==> src/rtl/digi_src_mux_if.sv <==
// Bus bundle between the DIGI source multiplexer and its environment.
//
// Consumer side (one entry per lane):
//   lane_re     consumer read enable
//   lane_empty  empty flag presented to the consumer
//   lane_data   muxed data, lane i at [i*DATA_W +: DATA_W]
// Source side (index s*NLANES+i for source s, lane i):
//   src_re      read enables to the source FIFOs
//   src_empty   source FIFO empty flags
//   src_data    source FIFO data, word at [(s*NLANES+i)*DATA_W +: DATA_W]
//
// Modports: master = environment (consumer plus sources), slave = the mux.

`ifndef DIGI_BITS
`define DIGI_BITS 16
`endif

interface digi_src_mux_if #(
  parameter int unsigned NLANES = 4,
  parameter int unsigned NSRC   = 2,
  parameter int unsigned DATA_W = `DIGI_BITS
);
  logic [NLANES-1:0]             lane_re;
  logic [NLANES-1:0]             lane_empty;
  logic [NLANES*DATA_W-1:0]      lane_data;
  logic [NSRC*NLANES-1:0]        src_re;
  logic [NSRC*NLANES-1:0]        src_empty;
  logic [NSRC*NLANES*DATA_W-1:0] src_data;

  modport master (
    output lane_re,
    input  lane_empty,
    input  lane_data,
    input  src_re,
    output src_empty,
    output src_data
  );

  modport slave (
    input  lane_re,
    output lane_empty,
    output lane_data,
    output src_re,
    input  src_empty,
    input  src_data
  );
endinterface

==> src/rtl/digi_src_mux.sv <==
// DIGI readout source multiplexer.
//
// Selects one of NSRC data sources (real DIGI, simulated DIGI, generators) for all
// NLANES readout lanes. A source change drains in-flight reads for RD_LAT cycles
// (DRAIN), then swaps the active source in a single SWITCH cycle, clearing the
// per-lane word counters.
//
// Ports:
//   clk          single clock, rising edge
//   reset        synchronous, active-high
//   bus          slave side of digi_src_mux_if (lane and source handshakes/data)
//   src_sel      requested source index
//   cur_src      source currently in use
//   switching    high in DRAIN and SWITCH
//   switch_done  one-cycle pulse in the SWITCH cycle
//   sel_err      sticky: an out-of-range src_sel was seen in RUN
//   word_cnt     per-lane saturating count of granted reads since the last switch

`ifndef DIGI_BITS
`define DIGI_BITS 16
`endif

module digi_src_mux #(
  parameter int unsigned NLANES = 4,
  parameter int unsigned NSRC   = 2,
  parameter int unsigned DATA_W = `DIGI_BITS,
  parameter int unsigned RD_LAT = 1,
  parameter int unsigned CNT_W  = 16,
  localparam int unsigned SEL_W = (NSRC > 1) ? $clog2(NSRC) : 1
) (
  input  logic                    clk,
  input  logic                    reset,
  digi_src_mux_if.slave           bus,
  input  logic [SEL_W-1:0]        src_sel,
  output logic [SEL_W-1:0]        cur_src,
  output logic                    switching,
  output logic                    switch_done,
  output logic                    sel_err,
  output logic [NLANES*CNT_W-1:0] word_cnt
);

  typedef enum logic [1:0] {StRun, StDrain, StSwitch} state_e;

  localparam logic [2:0]       DrainLoad = 3'(RD_LAT);
  localparam logic [CNT_W-1:0] CntOne    = CNT_W'(1);

  state_e                  state_q, state_d;
  logic [SEL_W-1:0]        cur_src_q, cur_src_d;
  logic [SEL_W-1:0]        tgt_src_q, tgt_src_d;
  logic [2:0]              drain_cnt_q, drain_cnt_d;
  logic                    sel_err_q, sel_err_d;
  logic [NLANES*CNT_W-1:0] word_cnt_q, word_cnt_d;

  logic [NLANES-1:0]        grant;
  logic [NLANES-1:0]        lane_empty;
  logic [NLANES*DATA_W-1:0] lane_data;
  logic [NSRC*NLANES-1:0]   src_re;
  logic                     sel_valid;

  assign sel_valid = 32'(src_sel) < NSRC;

  // Lane routing. Data always follows cur_src, so reads granted before a switch
  // still return from the old source during the drain window.
  always_comb begin
    grant      = '0;
    src_re     = '0;
    lane_empty = '1;
    lane_data  = '0;
    for (int unsigned i = 0; i < NLANES; i++) begin
      for (int unsigned s = 0; s < NSRC; s++) begin
        if (32'(cur_src_q) == s) begin
          lane_data[i*DATA_W +: DATA_W] = bus.src_data[(s*NLANES+i)*DATA_W +: DATA_W];
          if (!reset && state_q == StRun) begin
            lane_empty[i] = bus.src_empty[s*NLANES+i];
            if (bus.lane_re[i] && !bus.src_empty[s*NLANES+i]) begin
              src_re[s*NLANES+i] = 1'b1;
              grant[i]           = 1'b1;
            end
          end
        end
      end
    end
  end

  assign bus.src_re     = src_re;
  assign bus.lane_empty = lane_empty;
  assign bus.lane_data  = lane_data;

  always_comb begin
    state_d     = state_q;
    cur_src_d   = cur_src_q;
    tgt_src_d   = tgt_src_q;
    drain_cnt_d = drain_cnt_q;
    sel_err_d   = sel_err_q;
    word_cnt_d  = word_cnt_q;

    for (int unsigned i = 0; i < NLANES; i++) begin
      if (grant[i] && word_cnt_q[i*CNT_W +: CNT_W] != '1) begin
        word_cnt_d[i*CNT_W +: CNT_W] = word_cnt_q[i*CNT_W +: CNT_W] + CntOne;
      end
    end

    unique case (state_q)
      StRun: begin
        if (!sel_valid) begin
          sel_err_d = 1'b1;
        end else if (src_sel != cur_src_q) begin
          tgt_src_d   = src_sel;
          drain_cnt_d = DrainLoad;
          state_d     = StDrain;
        end
      end
      StDrain: begin
        // Counter hits 0 on the edge into SWITCH: RD_LAT cycles spent here.
        drain_cnt_d = drain_cnt_q - 3'd1;
        if (drain_cnt_q == 3'd1) begin
          state_d = StSwitch;
        end
      end
      StSwitch: begin
        cur_src_d  = tgt_src_q;
        word_cnt_d = '0;
        state_d    = StRun;
      end
      default: begin
        state_d = StRun;
      end
    endcase
  end

  always_ff @(posedge clk) begin
    if (reset) begin
      state_q     <= StRun;
      cur_src_q   <= '0;
      tgt_src_q   <= '0;
      drain_cnt_q <= '0;
      sel_err_q   <= 1'b0;
      word_cnt_q  <= '0;
    end else begin
      state_q     <= state_d;
      cur_src_q   <= cur_src_d;
      tgt_src_q   <= tgt_src_d;
      drain_cnt_q <= drain_cnt_d;
      sel_err_q   <= sel_err_d;
      word_cnt_q  <= word_cnt_d;
    end
  end

  assign cur_src     = cur_src_q;
  assign switching   = !reset && (state_q != StRun);
  assign switch_done = !reset && (state_q == StSwitch);
  assign sel_err     = sel_err_q;
  assign word_cnt    = word_cnt_q;

endmodule

==> src/flat_wrapper.sv <==
// flat-port wrapper written by rule: the top's interface ports become plain ports
module digi_src_mux_flat 
#(
  parameter int unsigned NLANES = 4,
  parameter int unsigned NSRC   = 2,
  parameter int unsigned DATA_W = `DIGI_BITS,
  parameter int unsigned RD_LAT = 1,
  parameter int unsigned CNT_W  = 16,
  localparam int unsigned SEL_W = (NSRC > 1) ? $clog2(NSRC) : 1
)
  (clk, reset, src_sel, cur_src, switching, switch_done, sel_err, word_cnt, bus_lane_re, bus_lane_empty, bus_lane_data, bus_src_re, bus_src_empty, bus_src_data);
  digi_src_mux_if #(.NLANES(NLANES), .NSRC(NSRC), .DATA_W(DATA_W)) bus_i ();
  input  logic clk;
  input  logic reset;
  input  logic [SEL_W-1:0] src_sel;
  output logic [SEL_W-1:0] cur_src;
  output logic switching;
  output logic switch_done;
  output logic sel_err;
  output logic [NLANES*CNT_W-1:0] word_cnt;
  input wire logic [$bits(bus_i.lane_re)-1:0] bus_lane_re;
  output wire logic [$bits(bus_i.lane_empty)-1:0] bus_lane_empty;
  output wire logic [$bits(bus_i.lane_data)-1:0] bus_lane_data;
  output wire logic [$bits(bus_i.src_re)-1:0] bus_src_re;
  input wire logic [$bits(bus_i.src_empty)-1:0] bus_src_empty;
  input wire logic [$bits(bus_i.src_data)-1:0] bus_src_data;
  assign bus_i.lane_re = bus_lane_re;
  assign bus_lane_empty = bus_i.lane_empty;
  assign bus_lane_data = bus_i.lane_data;
  assign bus_src_re = bus_i.src_re;
  assign bus_i.src_empty = bus_src_empty;
  assign bus_i.src_data = bus_src_data;
  digi_src_mux #(.NLANES(NLANES), .NSRC(NSRC), .DATA_W(DATA_W), .RD_LAT(RD_LAT), .CNT_W(CNT_W)) u_core (.clk(clk), .reset(reset), .bus(bus_i), .src_sel(src_sel), .cur_src(cur_src), .switching(switching), .switch_done(switch_done), .sel_err(sel_err), .word_cnt(word_cnt));
endmodule
==> config.mk <==
export PLATFORM = sky130hd
export DESIGN_NAME = digi_src_mux_flat
export DESIGN_NICKNAME = d
export VERILOG_FILES = /design/src/rtl/digi_src_mux_if.sv /design/src/rtl/digi_src_mux.sv /design/src/flat_wrapper.sv
export SDC_FILE = /design/constraint.sdc
export NUM_CORES = 1
export LEC_CHECK = 0
export ABC_AREA = 1
export ABC_CLOCK_PERIOD_IN_PS = 5210
export CAP_MARGIN = 5
export CORE_UTILIZATION = 30
export DETAILED_ROUTE_END_ITERATION = 12
export HOLD_SLACK_MARGIN = 0.15
export MAX_ROUTING_LAYER = met4
export PLACE_DENSITY_LB_ADDON = 0.15
export SLEW_MARGIN = 20
export SYNTH_ARGS = -nofsm -noshare
export SYNTH_HDL_FRONTEND = slang
export SYNTH_SLANG_ARGS = --single-unit
==> constraint.sdc <==
create_clock -name clk -period 5.21 [get_ports clk]
set_input_delay 0.7815 -clock clk [delete_from_list [all_inputs] [get_ports clk]]
set_output_delay 0.7815 -clock clk [all_outputs]
set_load 0.01 [all_outputs]
Yosys cells after proc, flatten, opt, wreduce, memory -nomap -nowiden:

Index checks and enable logic that the tools add are counted.

* bits in registers: 71
* bits in latches: 0
* RAM bits: 0
* bits in read-only memories: 0
* memories: 0

* add/subtract/negate cells: 5
* $mul: 0
* div/mod/pow operators: 0
* magnitude comparators: 0
* equality and inequality tests: 10
* shift operators: 0
* muxes and demuxes: 61
* bitwise gates (word level): 0
* reductions and logical operators: 31

Operators with widths (count)
* adder 16 x 1 -> 16 bit (second input constant): 4
* two-way mux 16 bit: 4
* != test 16 bit (second input constant): 4
* two-way mux 1 bit: 52
* logical AND 1 bit: 15
* zero test 1 bit: 9
* case mux 3 bit (2 select lines): 1
* AND reduction 2 bit: 3
* two-way mux 2 bit: 2
* case mux 2 bit (2 select lines): 1
* nonzero test 2 bit: 2
* equality test 3 x 1 -> 1 bit (second input constant): 1
* two-way mux 3 bit: 1
* subtractor 3 x 1 -> 3 bit (second input constant): 1
* equality test 2 x 1 -> 1 bit (second input constant): 1
* equality test 2 bit (second input constant): 1
* zero test 2 bit: 1
* != test 2 x 1 -> 1 bit (second input constant): 1
* != test 2 bit (second input constant): 1
* OR reduction 2 bit: 1
* != test 1 bit: 1

Logic depth before layout (Yosys ltp):

Gate-level depths: netlist of run 1.

* depth after elaboration: 9
* depth in mapped cells: 11
* mapped depth without buffers: 10

Worst setup path after synthesis of run 1:

Ideal clock, no wire load.

* path type: input-to-output
* from: input reset
* to: output bus_src_re[0]
* arrival: 1367 ps
* required time: 4429 ps
* setup slack: 3062 ps
* cell stages on the path: 4
* buffers on the path: 1
* path through: buf_2 > inv_1 > nand3_1 > nor2_1

* cells in the longest elaborated chain, start to end: 4

RTL lines
* start, declared: RTL line flat_wrapper.sv:14 `input logic reset;`
* zero test 1 bit: RTL line digi_src_mux.sv:73 `if (!reset && state_q == StRun) begin`
* logical AND 1 bit: RTL line digi_src_mux.sv:73
* two-way mux 1 bit: RTL line digi_src_mux.sv:73
* two-way mux 1 bit: RTL line digi_src_mux.sv:71 `if (32'(cur_src_q) == s) begin`
* end, declared: RTL line flat_wrapper.sv:24 `output wire logic [$bits(bus_i.src_re)-1:0] bus_src_re;`

Every way passes these cells.

Worst setup path after layout of run 1:

Same ends and word-level chain as after synthesis.

==> results of run 1 <==
-- stage by stage --
stage                     hold slack (ps)   util  std cells  worst slack, ps  power, mW
after CTS                             462  0.506       1401             1740       1.50
after floorplan                       429      -        907             3060      0.676
final                                 456  0.507       1405             1770       1.48
after detailed placement              450  0.488       1385             1750      0.884
after global routing                  485  0.507       1405             1650       1.56
after global placement                448  0.488       1385             1770      0.884
-- critical path: stages --
cell             delay (ps)
clkdlybuf4s50_1         630
inv_1                   320
nand3_1                 220
nor2_1                  160
clkdlybuf4s50_1         550
-- placed cells by master (no fill, tap or decap), drive strengths merged, types with 4 or more instances in the layout --
| master | instances |
|---|---|
| nand2 | 442 |
| clkdlybuf4s50 | 285 |
| nor2 | 119 |
| dfxtp | 71 |
| inv | 70 |
| a21oi | 52 |
| nand3 | 50 |
| nand4 | 23 |
| xor2 | 14 |
| xnor2 | 11 |
| clkbuf | 10 |
| o21ai | 9 |
| ha | 6 |
| diode | 4 |
| buf | 4 |
| nor3 | 4 |
| clkinv | 4 |
-- registers in the layout (all words and copies together), names as in the netlist --
name and count:
u_core.cur_src 1, u_core.state_q 2, u_core.drain_cnt_q 3, u_core.word_cnt 64
u_core.tgt_src_q 1
-- report_power, final --
part           internal, mW  leakage (nW)  switching (mW)
Combinational         0.182          2.64           0.129
Sequential            0.551         0.574         0.00932
Clock                 0.369         0.142           0.245
Total                  1.10          3.36           0.383
-- worst max-delay path by stage --
stage / endpoint / start
final: bus_src_re[0] / reset
after global routing: bus_src_re[5] / reset
after CTS: bus_src_re[0] / reset
after detailed placement: bus_src_re[0] / reset
after global placement: bus_src_re[0] / reset
after floorplan: bus_src_re[0] / reset
-- routing by layer --
metal  up-vias  routed length, um  global-route usage
li1       3364                  -                   -
met1      2770               8310               0.269
met2       187              10200               0.412
met3        23                965              0.0451
met4         0                491              0.0904
met5         -                  0                   -
-- cell type report --
cell class,count,area [sq um],area share
Sequential cell,71,1420,0.171
Tap cell,220,275,0.0330
Multi-Input combinational cell,735,3200,0.383
Clock inverter,6,61.3,0.00735
Clock buffer,10,229,0.0275
Timing Repair Buffer,289,2880,0.346
Inverter,70,263,0.0315
Antenna cell,4,10.0,0.00120
-- logic make-up after synthesis --
family / after synthesis / synth area share
AO/OA/AOI/OAI: 63 / 0.0638
XOR/XNOR: 25 / 0.0434
adder cells (fa/ha/maj): 6 / 0.0149
buffers and inverters: 101 / 0.0837
flip-flops: 71 / 0.282
other: 1 / 0.000744
AND/OR/NAND/NOR: 640 / 0.511
==> flow_summary.json, run 1 <==
{
  "place_congestion": 0.863,
  "die_w_um": 132,
  "synth_area_leaders": "nand2_1 33%, dfxtp_1 28%, nor2_1 8.5%, a21oi_1 5.2%, inv_1 5.1%",
  "cts_setup_buffers": 0,
  "synthCells": 907,
  "rsz0062_at_grt": "no",
  "grt_antenna_before_repair": 4,
  "yosys.cell_types.count": 28,
  "drt_wl_total_um": 20000,
  "hpwl_um": 15700,
  "design.core.area_sq_mm": 0.0165,
  "synth_fp_nets": 1056,
  "rows": 47,
  "pin_count": 287,
  "grt_max_degree": 71,
  "synth_edf_count": 0,
  "worst_pin_slew_ps": 968,
  "post-synth-top-count-cell": "nand2_1",
  "status": "finished clean",
  "drt_iter0_drc": 279,
  "port_buffers": 285,
  "tritoncts": "built",
  "placed_area_sq_mm": 0.00804,
  "yosysSeqAreaShare": 0.282,
  "fmax_mhz": 291,
  "netlist.area_leader.share": 0.329,
  "worstRegToRegCells": 8,
  "yosysWarnings": 0,
  "clk_latency_ps": 350,
  "postRouteAntennaNets": 0,
  "p_per_area_mw_per_mm2": 178,
  "slew_viol_final": 0,
  "floorplan.initialDensity": 0.306,
  "setup_viol": 0,
  "synth.avg_cell_area_sq_um": 5.56,
  "synth_area_leader_cell": "nand2_1",
  "grt_pass1_vias": 5825,
  "cap_violations": 0,
  "p_leak_nw": 3.36,
  "overflow": 0,
  "holdPathEnd": "u_core.cur_src",
  "post-route-period-util": 0.660,
  "period_minus_slack_ps": 3440,
  "rrSetupSlack_ps": 2910,
  "drt_pass1_iterations": 5,
  "root_buffer": "clkbuf_16",
  "arrival_ps": 2660,
  "grt_usage": 0.238,
  "syn_area_sq_mm": 0.00504,
  "criticalPathCategory": "in -> out",
  "r2r-start": "u_core.cur_src",
  "fin_area_sq_mm": 0.00834,
  "synth_ff_type": "dfxtp_1",
  "nets": 1325,
  "reg2reg_to": "u_core.word_cnt[63]",
  "clk_transition_reported_paths_ps": 50,
  "post_drt_wl_per_cell_um": 14.2,
  "max_slew_margin": 0.350,
  "numCtsBuffers": 9,
  "vdd_ir_drop_max_uv": 134,
  "die_h_um": 132,
  "htreeDepth": 3,
  "crit_path_max_fanout": 9,
  "drive_gt1_frac": 0.0262,
  "fillCellCount": 1709,
  "grt_pass1_wl_um": 30900,
  "cp-start-kind": "input pin",
  "clock_sink_count": 71,
  "synth_commonest_cells": "442 x nand2_1, 114 x nor2_1, 71 x dfxtp_1, 68 x inv_1, 52 x a21oi_1",
  "vias_per_cell": 4.52,
  "worstPathRequired_ps": 4430,
  "clockBufferDepth": 2,
  "dr_total_vias": 6344,
  "clock-skew-final_ps": 11.8,
  "cts_hold_buf": 0,
  "hold_start": "u_core.tgt_src_q",
  "hp-class": "reg -> reg",
  "async_reset_ff_frac": 0,
  "endpoint_kind": "primary output",
  "hold_violations": 0,
  "area_growth_pct": 65.5,
  "ys_seq_elements": 71,
  "fp.dieArea_sq_mm": 0.0173,
  "drc": 0,
  "finalSetupTns_ps": 0,
  "min_path_cells": 2,
  "post_cts_resized": 0
}
No activity file was read; power rests on OpenSTA's default activity.
==> run 2: changes to the inputs <==
ABC_CLOCK_PERIOD_IN_PS = 3170   (was 5210)
clock period = 3.17 ns   (was 5.21 ns; I/O delays follow)
==> flow_summary.json, run 2 (synthesis results as in run 1) <==
{
  "clk_latency_ps": 340,
  "hold_violations": 0,
  "post-place-ws_ps": 371,
  "cp-start-kind": "input pin",
  "dp_cells": 1390,
  "die_h_um": 132,
  "clock_sink_count": 71,
  "finalSetupTns_ps": 0,
  "overflow": 0,
  "drt_wl_total_um": 20100,
  "port_buffers": 285,
  "grt_pass1_vias": 5939,
  "root_buffer": "clkbuf_16",
  "largest_register_ffs": 64,
  "drive_gt1_frac": 0.0295,
  "place_congestion": 0.860,
  "clockBufferDepth": 2,
  "arrival_ps": 2360,
  "die_w_um": 132,
  "nets": 1330,
  "grt_pass1_wl_um": 31500,
  "rows": 47,
  "fillCellCount": 1705,
  "clock-skew-final_ps": 6.73,
  "grt_antenna_before_repair": 2,
  "setup_viol": 0,
  "post_cts_resized": 0,
  "fp.dieArea_sq_mm": 0.0173,
  "layout_setup_ws_ps": 339,
  "vias_per_cell": 4.53,
  "final_cell_mix": "442 x nand2_1, 285 x clkdlybuf4s50_1, 114 x nor2_1",
  "clk_transition_reported_paths_ps": 60,
  "post_drt_wl_per_cell_um": 14.3,
  "p_leak_nw": 3.41,
  "worst_pin_slew_ps": 951,
  "layout_commonest_cell": "nand2_1",
  "hpwl_um": 16000,
  "max_slew_margin": 0.362,
  "dr_total_vias": 6372,
  "grt_max_degree": 36,
  "numCtsBuffers": 9,
  "cts_hold_buf": 0,
  "drt_iter0_drc": 348,
  "rsz0062_at_grt": "no",
  "postRouteAntennaNets": 0,
  "p_per_area_mw_per_mm2": 305,
  "htreeDepth": 3,
  "crit_path_max_fanout": 9,
  "period_minus_slack_ps": 2830,
  "criticalPathCategory": "in -> out",
  "floorplan.initialDensity": 0.306,
  "drt_pass1_iterations": 7,
  "design.core.area_sq_mm": 0.0165,
  "pin_count": 287,
  "worstPathRequired_ps": 2690,
  "hp-class": "reg -> reg",
  "cts_setup_buffers": 0,
  "finalHoldWorstSlack_ps": 463,
  "status": "finished clean",
  "vdd_ir_drop_max_uv": 239,
  "fmax_mhz": 353,
  "post-route-period-util": 0.893,
  "grt_usage": 0.240,
  "tritoncts": "built",
  "endpoint_kind": "primary output",
  "fin_util": 0.511,
  "drc": 0,
  "slew_viol_final": 0,
  "final_cells": 1408,
  "cap_violations": 0,
  "area_growth_pct": 67.1
}
[run 2: layer usage]
layer	vias up	GRT usage	share of wire
met5	-	-	0
met2	182	0.418	0.51
li1	3376	-	-
met4	0	0.103	0.027
met1	2786	0.268	0.42
met3	28	0.0428	0.047
[run 2: where the power goes]
part | internal (mW) | leakage (nW) | switching (mW)
logic | 0.302 | 2.68 | 0.214
clock network | 0.732 | 0.160 | 0.398
registers | 0.905 | 0.574 | 0.0156
[run 2: final timing paths]
path | start | end | slack [ps] | cells after the start
worst max-delay path | reset | bus_src_re[4] | 340 | 5
worst min-delay path | u_core.tgt_src_q | u_core.cur_src | 460 | 2
worst max register to register | u_core.cur_src | u_core.word_cnt[58] | 910 | 9
worst min register to register | u_core.tgt_src_q | u_core.cur_src | 460 | 2
[run 2: per-stage QoR]
step | power (mW) | instance area, sq um
floorplan | 1.11 | 5040
global placement | 1.46 | 8090
detailed placement | 1.46 | 8090
CTS | 2.59 | 8420
global route | 2.67 | 8420
finish | 2.57 | 8420
[run 2: critical path: stages]
cell and delay, ps:
clkdlybuf4s50_1 600, inv_1 300, nand3_1 230, nor2_1 170, clkdlybuf4s50_1 570
[run 2: cell type report]
cell class,instances,area [sq um],share of cell area
well taps,220,275,0.0327
repair buffers,294,2930,0.348
multi-input cells,735,3200,0.380
inverters,70,263,0.0312
flip-flops and latches,71,1420,0.169
diodes,2,5.00,0.000594
clock buffers,13,260,0.0309
clock inverters,3,65.1,0.00773
==> run 3: changes to the inputs <==
ABC_AREA = default   (was 1)
==> flow_summary.json, run 3 <==
{
  "status": "finished clean",
  "tritoncts": "built",
  "design.core.area_sq_mm": 0.0141,
  "postRouteAntennaNets": 0,
  "worst_pin_slew_ps": 592,
  "endpoint_kind": "primary output",
  "yosysSeqAreaShare": 0.322,
  "crit_buf_inv": 2,
  "clk_latency_ps": 330,
  "clock_sink_count": 71,
  "cts_setup_buffers": 0,
  "die_w_um": 123,
  "ys_seq_elements": 71,
  "clk_transition_reported_paths_ps": 60,
  "arrival_ps": 2370,
  "p_per_area_mw_per_mm2": 324,
  "grt_antenna_before_repair": 9,
  "synth_ff_type": "dfxtp_1",
  "post_drt_wl_per_cell_um": 18.0,
  "rows": 43,
  "drive_gt1_frac": 0.131,
  "grt_pass1_wl_um": 25400,
  "overflow": 0,
  "crit_path_max_fanout": 4,
  "rrSetupSlack_ps": 760,
  "final_cells": 980,
  "pwr-share-seq": 0.364,
  "criticalPathCategory": "in -> out",
  "fp.dieArea_sq_mm": 0.0152,
  "dr_total_vias": 4843,
  "drt_wl_total_um": 17600,
  "cpMaxStageDelayCell": "clkdlybuf4s50_1",
  "synth_fp_nets": 652,
  "syn_area_sq_mm": 0.00442,
  "path_cells": "clkdlybuf4s50_1 -> nor3_4 -> or2b_1 -> nor3b_1 -> clkdlybuf4s50_1",
  "drt_iter0_drc": 243,
  "slew_viol_final": 0,
  "grt_pass1_vias": 4617,
  "hold_violations": 0,
  "die_h_um": 123,
  "vias_per_cell": 4.94,
  "crit_path_max_incr_delay_ps": 600,
  "min_path_cells": 2,
  "port_buffers": 285,
  "clock-skew-final_ps": 5.39,
  "power.internal_mw": 1.96,
  "post_cts_resized": 0,
  "cap_violations": 0,
  "worstPathRequired_ps": 2690,
  "drc": 0,
  "floorplan.initialDensity": 0.312,
  "synth_commonest_cells": "71 x dfxtp_1, 64 x mux2_2, 61 x nor2_1, 47 x xnor2_1, 43 x nand2_1",
  "r2r-start": "u_core.cur_src",
  "power.switching_mw": 0.575,
  "max_slew_margin": 0.603,
  "p_leak_nw": 2.64,
  "setup_viol": 0,
  "hold_start": "u_core.tgt_src_q",
  "drt_pass1_iterations": 4,
  "htreeDepth": 3,
  "grt_usage": 0.230,
  "synth_area_leaders": "dfxtp_1 32%, mux2_2 16%, xnor2_1 9.3%, nor2_1 5.2%, nand2_1 3.7%",
  "pin_count": 287,
  "yosys.cell_types.count": 46,
  "async_reset_ff_frac": 0,
  "holdPathEnd": "u_core.tgt_src_q",
  "cts_hold_buf": 0,
  "grt_max_degree": 44,
  "largest_register_ffs": 64,
  "place_congestion": 0.845,
  "cp_top_family": "buffers and inverters",
  "reg2reg_to": "u_core.word_cnt[63]",
  "area_growth_pct": 77.0,
  "period_minus_slack_ps": 2850,
  "layout_setup_ws_ps": 321,
  "netlist.area_leader.share": 0.322,
  "post-synth-top-count-cell": "dfxtp_1",
  "clockBufferDepth": 2,
  "dp_cells": 953,
  "layout_commonest_cell": "clkdlybuf4s50_1",
  "post-route-period-util": 0.899,
  "nets": 933,
  "numCtsBuffers": 9,
  "finalSetupTns_ps": 0,
  "p_clk_frac": 0.444,
  "post-place-ws_ps": 339,
  "swShare": 0.227,
  "hpwl_um": 14500,
  "worstRegToRegCells": 5,
  "synth.avg_cell_area_sq_um": 8.79,
  "final_cell_mix": "285 x clkdlybuf4s50_1, 70 x dfxtp_1, 64 x mux2_2",
  "vdd_ir_drop_max_uv": 350,
  "yosysWarnings": 0,
  "synth_edf_count": 0,
  "root_buffer": "clkbuf_16",
  "crit_path_frequent_cell": "clkdlybuf4s50_1",
  "synth_area_leader_cell": "dfxtp_1",
  "rsz0062_at_grt": "no",
  "synthCells": 503,
  "totalPowerFinal_mw": 2.53,
  "cp-start-kind": "input pin",
  "hp-class": "reg -> reg",
  "fmax_mhz": 351,
  "comb_power_share": 0.192,
  "fin_util": 0.553
}
==> run 3: cell count changes in the layout (fill, tap and decap cells not counted), sizes merged, moves of 12 or more <==
cell   before  now
nor2      119   61
inv        70    9
and4        0   12
xor2       14    0
nand2     442   43
a21oi      52   18
nand3      50   18
nor3        4   17
xnor2      11   47
mux2        0   64
==> run 3: worst max path at each step <==
stage / from / end / slack (ps) / cells past startpoint
floorplan: u_core.cur_src / bus_src_re[4] / 1020 / 5
global placement: reset / bus_src_re[1] / 350 / 5
detailed placement: reset / bus_src_re[1] / 340 / 5
CTS: reset / bus_src_re[1] / 330 / 5
global route: reset / bus_src_re[1] / 230 / 5
finish: reset / bus_src_re[1] / 320 / 5
==> run 3: cell families (layout without fill, tap and decap cells) <==
logic type,count (synthesis),count (layout),share of synthesized area
other,1,12,0.000849
DFF,71,71,0.322
adders and majority gates,6,6,0.0170
xor gates and xnor gates,47,47,0.0931
AOI/OAI and AO/OA,46,46,0.0691
buffers and inverters,34,320,0.0343
and+or+nand+nor,223,223,0.275
muxes,75,75,0.189
==> run 3: cell type report <==
type / count / area [sq um]
Tap cell: 180 / 225
Inverter: 9 / 33.8
Fill cell: 1340 / 6330
Clock buffer: 12 / 258
Timing Repair Buffer: 295 / 2930
Multi-Input combinational cell: 398 / 2850
Clock inverter: 4 / 76.3
Sequential cell: 71 / 1430
Antenna cell: 11 / 27.5
==> run 3: metal layers <==
metal | routed length (um) | vias up | global-route usage
li1 | - | 2392 | -
met1 | 7620 | 2261 | 0.285
met2 | 8180 | 179 | 0.346
met3 | 1710 | 11 | 0.103
met4 | 82 | 0 | 0.0377
met5 | 0 | - | -
==> run 3: tightest hold or removal path: stages (launching register included) <==
cell,delay (ps)
dfxtp_1,320
nand2_1,60
a21oi_1,50
==> run 3: power by group through the flow <==
| stage | clock (mW) | combinational [mW] | sequential [mW] |
|---|---|---|---|
| detailed placement | 0 | 0.487 | 0.941 |
| finish | 1.12 | 0.488 | 0.922 |
| CTS | 1.15 | 0.490 | 0.922 |
| global placement | 0 | 0.481 | 0.940 |
| floorplan | 0 | 0.166 | 0.933 |
| global route | 1.19 | 0.518 | 0.923 |
==> run 3: per-stage QoR <==
| step | hold slack, ps | area, sq um |
|---|---|---|
| 2_1_floorplan | 446 | 4420 |
| 4_1_cts | 473 | 7790 |
| 5_1_grt | 499 | 7820 |
| 3_5_place_dp | 465 | 7460 |
| 6_report | 473 | 7820 |
| 3_3_place_gp | 461 | 7460 |
